`src/rtl/lp_seq_pkg.sv`:
```
// Shared encodings for the lp pass-counter sequencer: FSM states and counter preload values.
package lp_seq_pkg;

  localparam logic [2:0] ST_IDLE = 3'd0;
  localparam logic [2:0] ST_F2   = 3'd1;
  localparam logic [2:0] ST_F4   = 3'd2;
  localparam logic [2:0] ST_F8   = 3'd3;
  localparam logic [2:0] ST_F7   = 3'd4;

  typedef enum logic [2:0] {
    IDLE = ST_IDLE,
    F2   = ST_F2,
    F4   = ST_F4,
    F8   = ST_F8,
    F7   = ST_F7
  } state_e;

  localparam logic [1:0] LP_A = 2'b01;
  localparam logic [1:0] LP_B = 2'b10;
  localparam logic [1:0] LP_Z = 2'b00;

endpackage

```
`src/rtl/lp_seq_pass_cnt.sv`:
```
// 2-bit pass counter with prioritised increment/preload/clear controls and value decodes.
module pass_cnt
  import lp_seq_pkg::*;
(
  input  logic       clk_i,
  input  logic       rst_i,
  input  logic       inc_i,
  input  logic       set_a_i,
  input  logic       set_b_i,
  input  logic       clr_i,
  output logic [1:0] cnt_o,
  output logic       lp_o,
  output logic       lp1_o,
  output logic       lp2_o,
  output logic       lp3_o
);

  logic [1:0] cnt_d;
  logic [1:0] cnt_q;

  // next counter value: increment wins, then the two preloads, then clear
  always_comb begin
    cnt_d = cnt_q;
    if (inc_i) begin
      cnt_d = cnt_q + 2'd1;
    end else if (set_a_i) begin
      cnt_d = LP_A;
    end else if (set_b_i) begin
      cnt_d = LP_B;
    end else if (clr_i) begin
      cnt_d = LP_Z;
    end else begin
      cnt_d = cnt_q;
    end
  end

  // counter register
  always_ff @(posedge clk_i or posedge rst_i) begin
    if (rst_i) begin
      cnt_q <= LP_Z;
    end else begin
      cnt_q <= cnt_d;
    end
  end

  assign cnt_o = cnt_q;
  assign lp_o  = (cnt_q != 2'b00);
  assign lp1_o = (cnt_q == 2'b01);
  assign lp2_o = (cnt_q == 2'b10);
  assign lp3_o = (cnt_q == 2'b11);

endmodule

```
`src/rtl/lp_seq.sv`:
```
// Multi-word memory operation sequencer: preloads the pass counter from the instruction
// flags, runs one req/ack handshake per word and finishes when the counter wraps to 00.
module lp_seq
  import lp_seq_pkg::*;
(
  input  logic       clk_sys,
  input  logic       reset,
  input  logic       start,
  input  logic       mw,
  input  logic       dw,
  input  logic       fwz,
  input  logic       mem_ack,
  output logic       mem_req,
  output logic [0:1] out,
  output logic       lp,
  output logic       lp1,
  output logic       lp2,
  output logic       lp3,
  output logic       busy,
  output logic       f2,
  output logic       f4,
  output logic       done
);

  state_e     state_q;
  logic       inc_s;
  logic       set_a_s;
  logic       set_b_s;
  logic       clr_s;
  logic [1:0] cnt_s;

  // counter controls; the preload lands on the same edge that leaves IDLE
  always_comb begin
    inc_s   = 1'b0;
    set_a_s = 1'b0;
    set_b_s = 1'b0;
    clr_s   = 1'b0;
    case (state_q)
      IDLE: begin
        set_a_s = start & ~mw;
        set_b_s = start & mw;
      end
      F2: begin
        set_b_s = ~mw & dw;
        clr_s   = mw & fwz;
      end
      F4: begin
        inc_s = mem_ack;
      end
      F7: begin
        clr_s = 1'b1;
      end
      default: begin
        inc_s = 1'b0;
      end
    endcase
  end

  // sequencer state; F8 sees the already-incremented counter to detect the wrap
  always_ff @(posedge clk_sys or posedge reset) begin
    if (reset) begin
      state_q <= IDLE;
    end else begin
      case (state_q)
        IDLE:    if (start) state_q <= F2;
        F2:      state_q <= (mw & fwz) ? F7 : F4;
        F4:      if (mem_ack) state_q <= F8;
        F8:      state_q <= (cnt_s == LP_Z) ? F7 : F4;
        F7:      state_q <= IDLE;
        default: state_q <= IDLE;
      endcase
    end
  end

  pass_cnt u_pass_cnt (
    .clk_i   (clk_sys),
    .rst_i   (reset),
    .inc_i   (inc_s),
    .set_a_i (set_a_s),
    .set_b_i (set_b_s),
    .clr_i   (clr_s),
    .cnt_o   (cnt_s),
    .lp_o    (lp),
    .lp1_o   (lp1),
    .lp2_o   (lp2),
    .lp3_o   (lp3)
  );

  assign out     = cnt_s;
  assign mem_req = (state_q == F4);
  assign busy    = (state_q != IDLE);
  assign f2      = (state_q == F2);
  assign f4      = (state_q == F4);
  assign done    = (state_q == F7);

endmodule

```
`config.mk`:
```
export PLATFORM = sky130hd
export DESIGN_NAME = lp_seq
export DESIGN_NICKNAME = d
export VERILOG_FILES = /design/src/rtl/lp_seq_pkg.sv /design/src/rtl/lp_seq_pass_cnt.sv /design/src/rtl/lp_seq.sv
export SDC_FILE = /design/constraint.sdc
export NUM_CORES = 1
export LEC_CHECK = 0
export ABC_CLOCK_PERIOD_IN_PS = 2000
export CAP_MARGIN = 40
export CORE_AREA = 2 2 39 41
export CTS_BUF_LIST = sky130_fd_sc_hd__clkbuf_2
export DETAILED_ROUTE_END_ITERATION = 12
export DIE_AREA = 0 0 41 43
export HOLD_SLACK_MARGIN = 0.02
export PLACE_DENSITY = 0.68
export SKIP_LAST_GASP = 1
export SLEW_MARGIN = 5
export SYNTH_ARGS = -nofsm -noshare
export SYNTH_HDL_FRONTEND = slang
export SYNTH_SLANG_ARGS = --single-unit
export TNS_END_PERCENT = 10
```
`constraint.sdc`:
```
create_clock -name clk_sys -period 2 [get_ports clk_sys]
set_input_delay 0.3 -clock clk_sys [delete_from_list [all_inputs] [get_ports clk_sys]]
set_output_delay 0.3 -clock clk_sys [all_outputs]
set_load 0.005 [all_outputs]
```
== Yosys cells after proc, flatten, opt, wreduce, memory -nomap -nowiden ==
Index checks and enable logic that the tools add are counted.
Operators by class
  add/subtract/negate cells: 1
  equality and inequality tests: 9
  muxes and demuxes: 13
  bitwise gates (word level): 5
  reduce and logical (&&, ||, !) cells: 6
Operator list (count)
  3-bit 2-to-1 mux: 4
  3-bit case mux with 4 select lines: 1
  2-bit 2-to-1 mux: 4
  3-bit by 2-bit == test with 1-bit output (second input constant): 2
  1-bit bitwise AND: 4
  2-bit == test (second input constant): 2
  2-bit != test (second input constant): 2
  1-bit case mux with 2 select lines: 2
  4-bit nonzero test: 1
  3-bit by 1-bit == test with 1-bit output (second input constant): 1
  3-bit == test (second input constant): 1
  3-bit logical NOT: 1
  3-bit nonzero test: 1
  2-bit by 1-bit adder with 2-bit output (second input constant): 1
  2-bit by 1-bit == test with 1-bit output (second input constant): 1
  2-bit logical NOT: 1
  1-bit 2-to-1 mux: 2
  2-bit AND reduction: 1
  2-bit nonzero test: 1
  1-bit inverter: 1
Word-level totals
  bits in registers: 5
  input bits: 7
  output and inout bits: 11
  logic and storage cells: 36

== Longest topological paths before layout ==
Gate-level depths: netlist of run 1.
  word-level depth: 6
  depth in mapped cells: 5

== Hierarchy ==
A second synthesis of run 1 with hierarchy kept.
Second synthesis, totals
  cell total of the unflattened synthesis: 44
  area total of the unflattened synthesis: 429.2 sq um
Modules (own cells, without submodules)
  lp_seq: times used 1, cells an instance 27, area an instance 267.8 sq um, sequential area each 75.1 sq um
  pass_cnt: times used 1, cells an instance 17, area an instance 161.4 sq um, sequential area each 50.0 sq um

== Least setup slack after synthesis of run 1 ==
OpenSTA, ideal clock, no wires.
  kind: reg-to-reg
  start: register state_q[2]
  end: register u_pass_cnt.cnt_q[1] (netlist: u_pass_cnt.cnt_o[1])
  setup time: 0.122 ns
  arrival: 1.432 ns
  slack: 0.446 ns
  stages on the path, launching flop included: 5
  clock period less this slack: 1.554 ns
  path through: dfrtp_1 -> buf_6 -> or3_4 -> or3b_1 -> a32o_1
On the way
  cells in the longest elaborated chain, start to end: 5
  elaborated cells on any way between the ends: 12
Ends and longest elaborated chain
  start: declaration: RTL line lp_seq.sv:25  | state_e state_q;
  start signal: assignment: RTL line lp_seq.sv:66  | F2: state_q <= (mw & fwz) ? F7 : F4;
  start signal: assignment: RTL line lp_seq.sv:68  | F8: state_q <= (cnt_s == LP_Z) ? F7 : F4;
  3-bit by 1-bit == test with 1-bit output or 3-bit logical NOT (tied branches): RTL line lp_seq.sv:38  | case (state_q)
  1-bit case mux with 2 select lines: RTL line lp_seq.sv:38
  2-bit 2-to-1 mux: RTL line lp_seq_pass_cnt.sv:28  | end else if (set_b_i) begin
  2-bit 2-to-1 mux: RTL line lp_seq_pass_cnt.sv:26  | end else if (set_a_i) begin
  2-bit 2-to-1 mux: RTL line lp_seq_pass_cnt.sv:24  | if (inc_i) begin
  end signal: assignment: RTL line lp_seq_pass_cnt.sv:42  | cnt_q <= cnt_d;
  end: declaration: RTL line lp_seq_pass_cnt.sv:19  | logic [1:0] cnt_q;
Several ways; a longest one is shown, not always the timed one.
A chain may end at the register's enable or synchronous reset.

== Worst setup path in the final report of run 1 ==
  start: register state_q[1]
  end: output port busy
On the way
  cells in the longest elaborated chain, start to end: 1
Ends and longest elaborated chain
  3-bit nonzero test: RTL line lp_seq.sv:91  | assign busy = (state_q != IDLE);
  end: declaration: RTL line lp_seq.sv:19  | output logic busy,
Every way passes these cells.

==> impl_metrics.csv, run 1 <==
group,metric,value,unit
power_and_ir_drop,ir_drop,0.670,mV
drt,vias,365,
layout,nNetsFinal,70,
logic_synthesis,synth_xor_area_share,0,%
logic_synthesis,yosysWarningCount,0,
floorplanning,ios,18,
outcome,outcome,"finished, final reports clean",
floorplanning,die_area,1760,um2
logic_synthesis,synth_seq_cells,5,
floorplanning,die_h,43,um
critical_path,timing.critical_path.to_type,"primary output",
layout,nFillCells,149,
place,io_buffers,17,
timing,fmax,535,MHz
critical_path,start_kind,"register",
layout,syn_to_final_growth,45.0,%
floorplanning,core_region_area,1380,um2
critical_path,critPathKind,"reg -> out",
timing,tns,0,ns
layout,multi_input_area,233,um2
timing,slew_violations,0,
power_and_ir_drop,p_leak,0.257,nW
drt,final_antenna_net_count,0,
run,maxCapViolCount,0,
timing,relSlewSlack,79.0,%
logic_synthesis,synth-simple-area-share,31.7,%
layout,diodes,0,
critical_path,r2r_cells,3,
critical_path,cp_cell_sequence,"or3_4 > clkdlybuf4s50_1",
clock_tree,cts_tree,"yes",
place,place.gp.congestion,0.740,
timing,fin_skew,0.0184,ns
clock_tree,clock_sink_count,5,
logic_synthesis,synth_compound_area_share,11.2,%
logic_synthesis,synthesis.area,403,um2
clock_tree,cts_max_path_buffers,2,
clock_tree,clockRootBuffer,"clkbuf_2",
critical_path,timing.rr.start,"state_q[1]",
layout,mostFrequentLayoutCell,"clkdlybuf4s50_1",
critical_path,worstPathArrival,1.57,ns
drt,route.detailed.drc,0,
critical_path,r2r-end,"u_pass_cnt.cnt_o[1]",
timing,setup_violations,0,
clock_tree,htreeDepth,1,
layout,layout.cells.non_filler,74,
clock_tree,postCtsSetupBuffers,0,
logic_synthesis,avgSynthCellArea,9.83,um2
timing,period_minus_slack,1.87,ns
global_route,grt_max_degree,13,
power_and_ir_drop,power_density,1450,nW/um2
floorplanning,rows,14,
critical_path,r2r_slack,0.34,ns
global_route,antenna_found_initial,0,
drt,viasPerCell,4.93,
logic_synthesis,seq_area_frac_synth,31.1,%
clock_tree,clk_pin_slew,0.07,ns
clock_tree,cts_buffers,3,
global_route,grt_pass1_wl,1410,um
clock_tree,clk_latency,0.23,ns
floorplanning,die_w,41,um
hold_path,hp-class,"in -> async",
logic_synthesis,synth_top_family_by_area,"simple AND/OR/NAND/NOR gates",
logic_synthesis,synth.distinct_cells,23,
layout,drive_gt1_share,13.8,%
place,place_inst,70,
global_route,grt_use_total,12.1,%
timing,worst_pin_slew,0.314,ns
layout,seqCellArea,126,um2
drt,drt_first_pass_iters,3,
place,dp.final_hpwl,699,um
critical_path,cp.required,1.70,ns
critical_path,slowest_delay,0.49,ns
timing,rsz0062_at_grt,"no",
critical_path,cp_slowest_cell,"dfrtp_2",
floorplanning,initial_utilization,29.1,%
global_route,overflow,0,
drt,wire_per_inst,11.7,um
logic_synthesis,synth_cells,41,
power_and_ir_drop,total_power,0.845,mW
logic_synthesis,synth.net_count,52,
critical_path,crit_fanout,12,
logic_synthesis,muxShareOfSynthArea,2.48,%
timing,fin_crit_sh,93.5,%
logic_synthesis,synthAdderAreaFrac,12.4,%
drt,drt_iter0_drc,1,
drt,routed_wl,866,um
global_route,grt_pass1_vias,344,
timing,hold_viol,0,
[sequential cells by signal, summed over array words and instances (netlist names)]
| register | count |
|---|---|
| state_q | 3 |
| u_pass_cnt.cnt_o | 2 |
[timing repair]
| action | in CTS | in global routing |
|---|---|---|
| resized for setup | 0 | 1 |
| setup endpoints to repair | 0 | 2 |
| hold buffers | 0 | 0 |
[critical path: cells and delay by family (launching register included)]
kind / cells / cell delay (ns)
flops: 1 / 0.49
buf+inv: 1 / 0.45
simple gates: 1 / 0.41
[routing by layer]
layer  vias to the layer above  GRT usage (%)  routed length, um
met3                         0           4.71                 51
met5                         -              0                  0
li1                        181              -                  -
met2                        14           17.8                415
met1                       170           14.6                399
met4                         0           6.00                  0
[where the power goes]
| part | switching (mW) | internal, mW |
|---|---|---|
| Clock | 0.0443 | 0.0531 |
| Sequential | 0.101 | 0.152 |
| Combinational | 0.166 | 0.328 |
[final cells by class]
type                            instances  share of cell area, %
Inverter                                4                   2.57
Sequential cell                         5                   21.6
Timing Repair Buffer                   17                   29.1
Clock buffer                            4                   3.43
Tap cell                               16                   3.43
Multi-Input combinational cell         28                   39.8
[per-stage QoR]
stage / cell area, um2 / util [%] / worst slack [ns] / hold slack (ns)
after global placement: 563 / 40.7 / 0.353 / 0.522
final: 584 / 42.2 / 0.129 / 0.272
after global routing: 584 / 42.2 / 0.0501 / 0.285
after detailed placement: 563 / 40.7 / 0.307 / 0.521
after floorplan: 403 / - / 0.446 / 0.0785
after CTS: 583 / 42.1 / 0.0611 / 0.275
[logic make-up (layout without fill, tap and decap cells)]
logic type	count (synthesis)	in the layout
adders and majority gates	4	4
muxes	1	1
AOI/OAI and AO/OA	6	6
and+or+nand+nor	17	17
DFF	5	5
buffers and inverters	8	25
[how the worst max path moves through the flow]
stage / from / endpoint / slack (ns) / depth (start not counted)
after floorplan: state_q[2] / u_pass_cnt.cnt_o[1] / 0.45 / 4
after global placement: state_q[1] / u_pass_cnt.cnt_o[1] / 0.35 / 3
after global routing: u_pass_cnt.cnt_o[0] / lp / 0.05 / 4
after detailed placement: state_q[1] / u_pass_cnt.cnt_o[1] / 0.31 / 3
final: state_q[1] / busy / 0.13 / 2
after CTS: state_q[1] / mem_req / 0.06 / 2
[Yosys cell counts (all sizes together)]
cell / number / area share (%)
a211oi: 1 / 1.9
nor3b: 3 / 6.8
a21oi: 1 / 1.2
a211o: 1 / 2.2
nand3b: 2 / 3.7
mux2i: 1 / 2.5
clkbuf: 1 / 0.93
buf: 3 / 6.5
and3b: 1 / 2.5
and4bb: 2 / 6.2
or3: 1 / 2.8
a311oi: 1 / 2.2
a32o: 1 / 2.5
ha: 4 / 12
nor3: 1 / 1.2
nand3: 2 / 2.5
or3b: 1 / 2.2
o21ai: 1 / 1.2
dfrtp: 5 / 31
nand2: 4 / 3.7
inv: 4 / 3.7
Note: power is estimated with default switching activity, not from simulation.
==> inputs of run 2 (changes only) <==
Settings changed: ABC_AREA set to 1, PLACE_DENSITY 0.68 to 0.69.
==> run 2 against run 1 <==
Effect of this change:
- sequential share of layout area fell by 1.3 points
- sequential power fell by 13%
- final area increased by 5.6%
- die area stayed put
- synthesized area rose by 2.8%
- hold slack got worse by 0.015 ns
- setup slack better by 0.021 ns
- global-route usage increased by 0.37 points
- largest power group unchanged
==> impl_metrics.csv, run 2 <==
group,metric,value,unit
floorplanning,die_h,43,um
critical_path,crit_fanout,5,
layout,mostFrequentLayoutCell,"clkdlybuf4s50_1",
drt,drt_first_pass_iters,2,
drt,routed_wl,874,um
clock_tree,clk_latency,0.23,ns
drt,route.detailed.drc,0,
timing,relSlewSlack,86.3,%
critical_path,start_kind,"register",
global_route,grt_use_total,12.4,%
clock_tree,clockRootBuffer,"clkbuf_2",
clock_tree,cts_resized,0,
timing,worst_pin_slew,0.205,ns
timing,fin_crit_sh,92.5,%
global_route,grt_pass1_wl,1460,um
timing,period_minus_slack,1.85,ns
critical_path,worstPathArrival,1.55,ns
layout,syn_to_final_growth,48.9,%
logic_synthesis,synth.net_count,68,
clock_tree,clk_pin_slew,0.07,ns
power_and_ir_drop,p_leak,0.320,nW
layout,largest_reg_flops,3,
logic_synthesis,synth_edf_count,0,
logic_synthesis,synth.most_common_cell,"inv_1",
critical_path,critPathKind,"reg -> out",
outcome,outcome,"finished, final reports clean",
layout,nFillCells,143,
drt,wire_per_inst,9.40,um
logic_synthesis,synth_cells,57,
layout,drive_gt1_share,16.9,%
clock_tree,postCtsSetupBuffers,0,
timing,fin_skew,0.00853,ns
logic_synthesis,yosysWarningCount,0,
drt,final_antenna_net_count,0,
floorplanning,rows,14,
place,io_buffers,17,
clock_tree,cts_max_path_buffers,2,
floorplanning,ios,18,
place,place_inst,89,
drt,vias,402,
clock_tree,hold_buffers,0,
timing,tns,0,ns
power_and_ir_drop,power_density,1430,nW/um2
layout,layout.cells.non_filler,93,
timing,setup_violations,0,
critical_path,cp.required,1.70,ns
logic_synthesis,seq_area_frac_synth,30.2,%
floorplanning,die_w,41,um
global_route,antenna_found_initial,0,
layout,layout_common_cells,"clkdlybuf4s50_1 (17), inv_1 (13), nand2_1 (9)",
global_route,grt_pass1_vias,375,
layout,nNetsFinal,89,
place,place.gp.congestion,0.785,
floorplanning,core_region_area,1380,um2
critical_path,timing.critical_path.to_type,"primary output",
floorplanning,initial_utilization,29.9,%
logic_synthesis,synth_area_leaders,"dfrtp_1 (30%), ha_1 (12%), inv_1 (12%)",
logic_synthesis,avgSynthCellArea,7.27,um2
logic_synthesis,synth.distinct_cells,18,
clock_tree,cts_buffers,3,
logic_synthesis,synth_commonest_cells,"inv_1 (13), nand2_1 (9), dfrtp_1 (5), nand3_1 (5)",
global_route,overflow,0,
layout,multi_input_area,225,um2
timing,slew_violations,0,
hold_path,hp-class,"in -> async",
global_route,grt_use_met2,16.6,%
place,dp.final_hpwl,747,um
drt,viasPerCell,4.32,
global_route,grt_max_degree,6,
layout,seqCellArea,125,um2
layout,max_flop_register,"state_q",
global_route,grt_util_met1,16.1,%
global_route,top_usage_layer,"met2",
layout,diodes,0,
drt,drt_iter0_drc,6,
power_and_ir_drop,total_power,0.885,mW
clock_tree,cts_tree,"yes",
timing,hold_viol,0,
power_and_ir_drop,ir_drop,0.398,mV
global_route,grtUsageMet3,3.14,%
timing,fmax,541,MHz
logic_synthesis,synth_top_cell_area_share,30.2,%
logic_synthesis,yosysTopAreaCell,"dfrtp_1",
logic_synthesis,synthArstFlopShare,100,%
logic_synthesis,synth_ff_type,"dfrtp_1",
clock_tree,htreeDepth,1,
clock_tree,clock_sink_count,5,
timing,rsz0062_at_grt,"no",
logic_synthesis,synth_seq_cells,5,
logic_synthesis,synthesis.area,414,um2
floorplanning,die_area,1760,um2
run,maxCapViolCount,0,
[run 2: changes by cell type after synthesis, moves of 3 or more]
cell | previous run | this run
inv_1 | 4 | 13
nand2_1 | 4 | 9
nand3_1 | 2 | 5
nor2_1 | 0 | 4
nor2_2 | 0 | 3
[run 2: layout make-up]
class                           instances  share of cell area, %
Multi-Input combinational cell         36                   36.5
Timing Repair Buffer                   17                   27.6
Sequential cell                         5                   20.3
Inverter                               15                   9.13
Clock buffer                            4                   3.25
Tap cell                               16                   3.25
[run 2: where the power goes]
part	total, mW	internal [mW]	switching (mW)
logic	0.563	0.305	0.258
clock network	0.101	0.0530	0.0485
registers	0.221	0.151	0.0696
[run 2: metal layers]
metal,routed length [um],vias up
met4,14,0
met3,46,2
met5,0,-
met1,416,175
li1,-,212
met2,396,13
[run 2: path summary, 6_finish.rpt]
check,from,slack (ns),endpoint,cells after the start
setup / recovery,state_q[2],0.15,f4,4
hold / removal,reset,0.26,u_pass_cnt.cnt_o[1],2
setup reg to reg,u_pass_cnt.cnt_o[0],0.79,u_pass_cnt.cnt_o[1],6
hold reg to reg,state_q[0],0.53,state_q[0],1
min in group clk_sys,state_q[0],0.53,state_q[0],1
max in group asynchronous,reset,1.56,state_q[1],2
[run 2: kinds of logic after synthesis]
group,synth area share (%)
simple gates,35.6
buf+inv,15.4
flops,30.2
compound gates,6.65
fa+ha+maj,12.1
[run 2: stage by stage]
step / area, um2 / util (%) / hold slack, ns / setup slack, ns
3_3_place_gp: 597 / 43.1 / 0.521 / 0.399
5_1_grt: 617 / 44.6 / 0.300 / 0.0240
2_1_floorplan: 414 / - / 0.0785 / 0.849
6_report: 617 / 44.6 / 0.257 / 0.150
3_5_place_dp: 597 / 43.1 / 0.519 / 0.401
4_1_cts: 617 / 44.6 / 0.259 / 0.134
[run 2: critical path, cell delays in order (launching register included)]
cell and delay, ns:
dfrtp_1 0.44, nor2_2 0.18, nand2_1 0.11, inv_1 0.10, clkdlybuf4s50_1 0.50
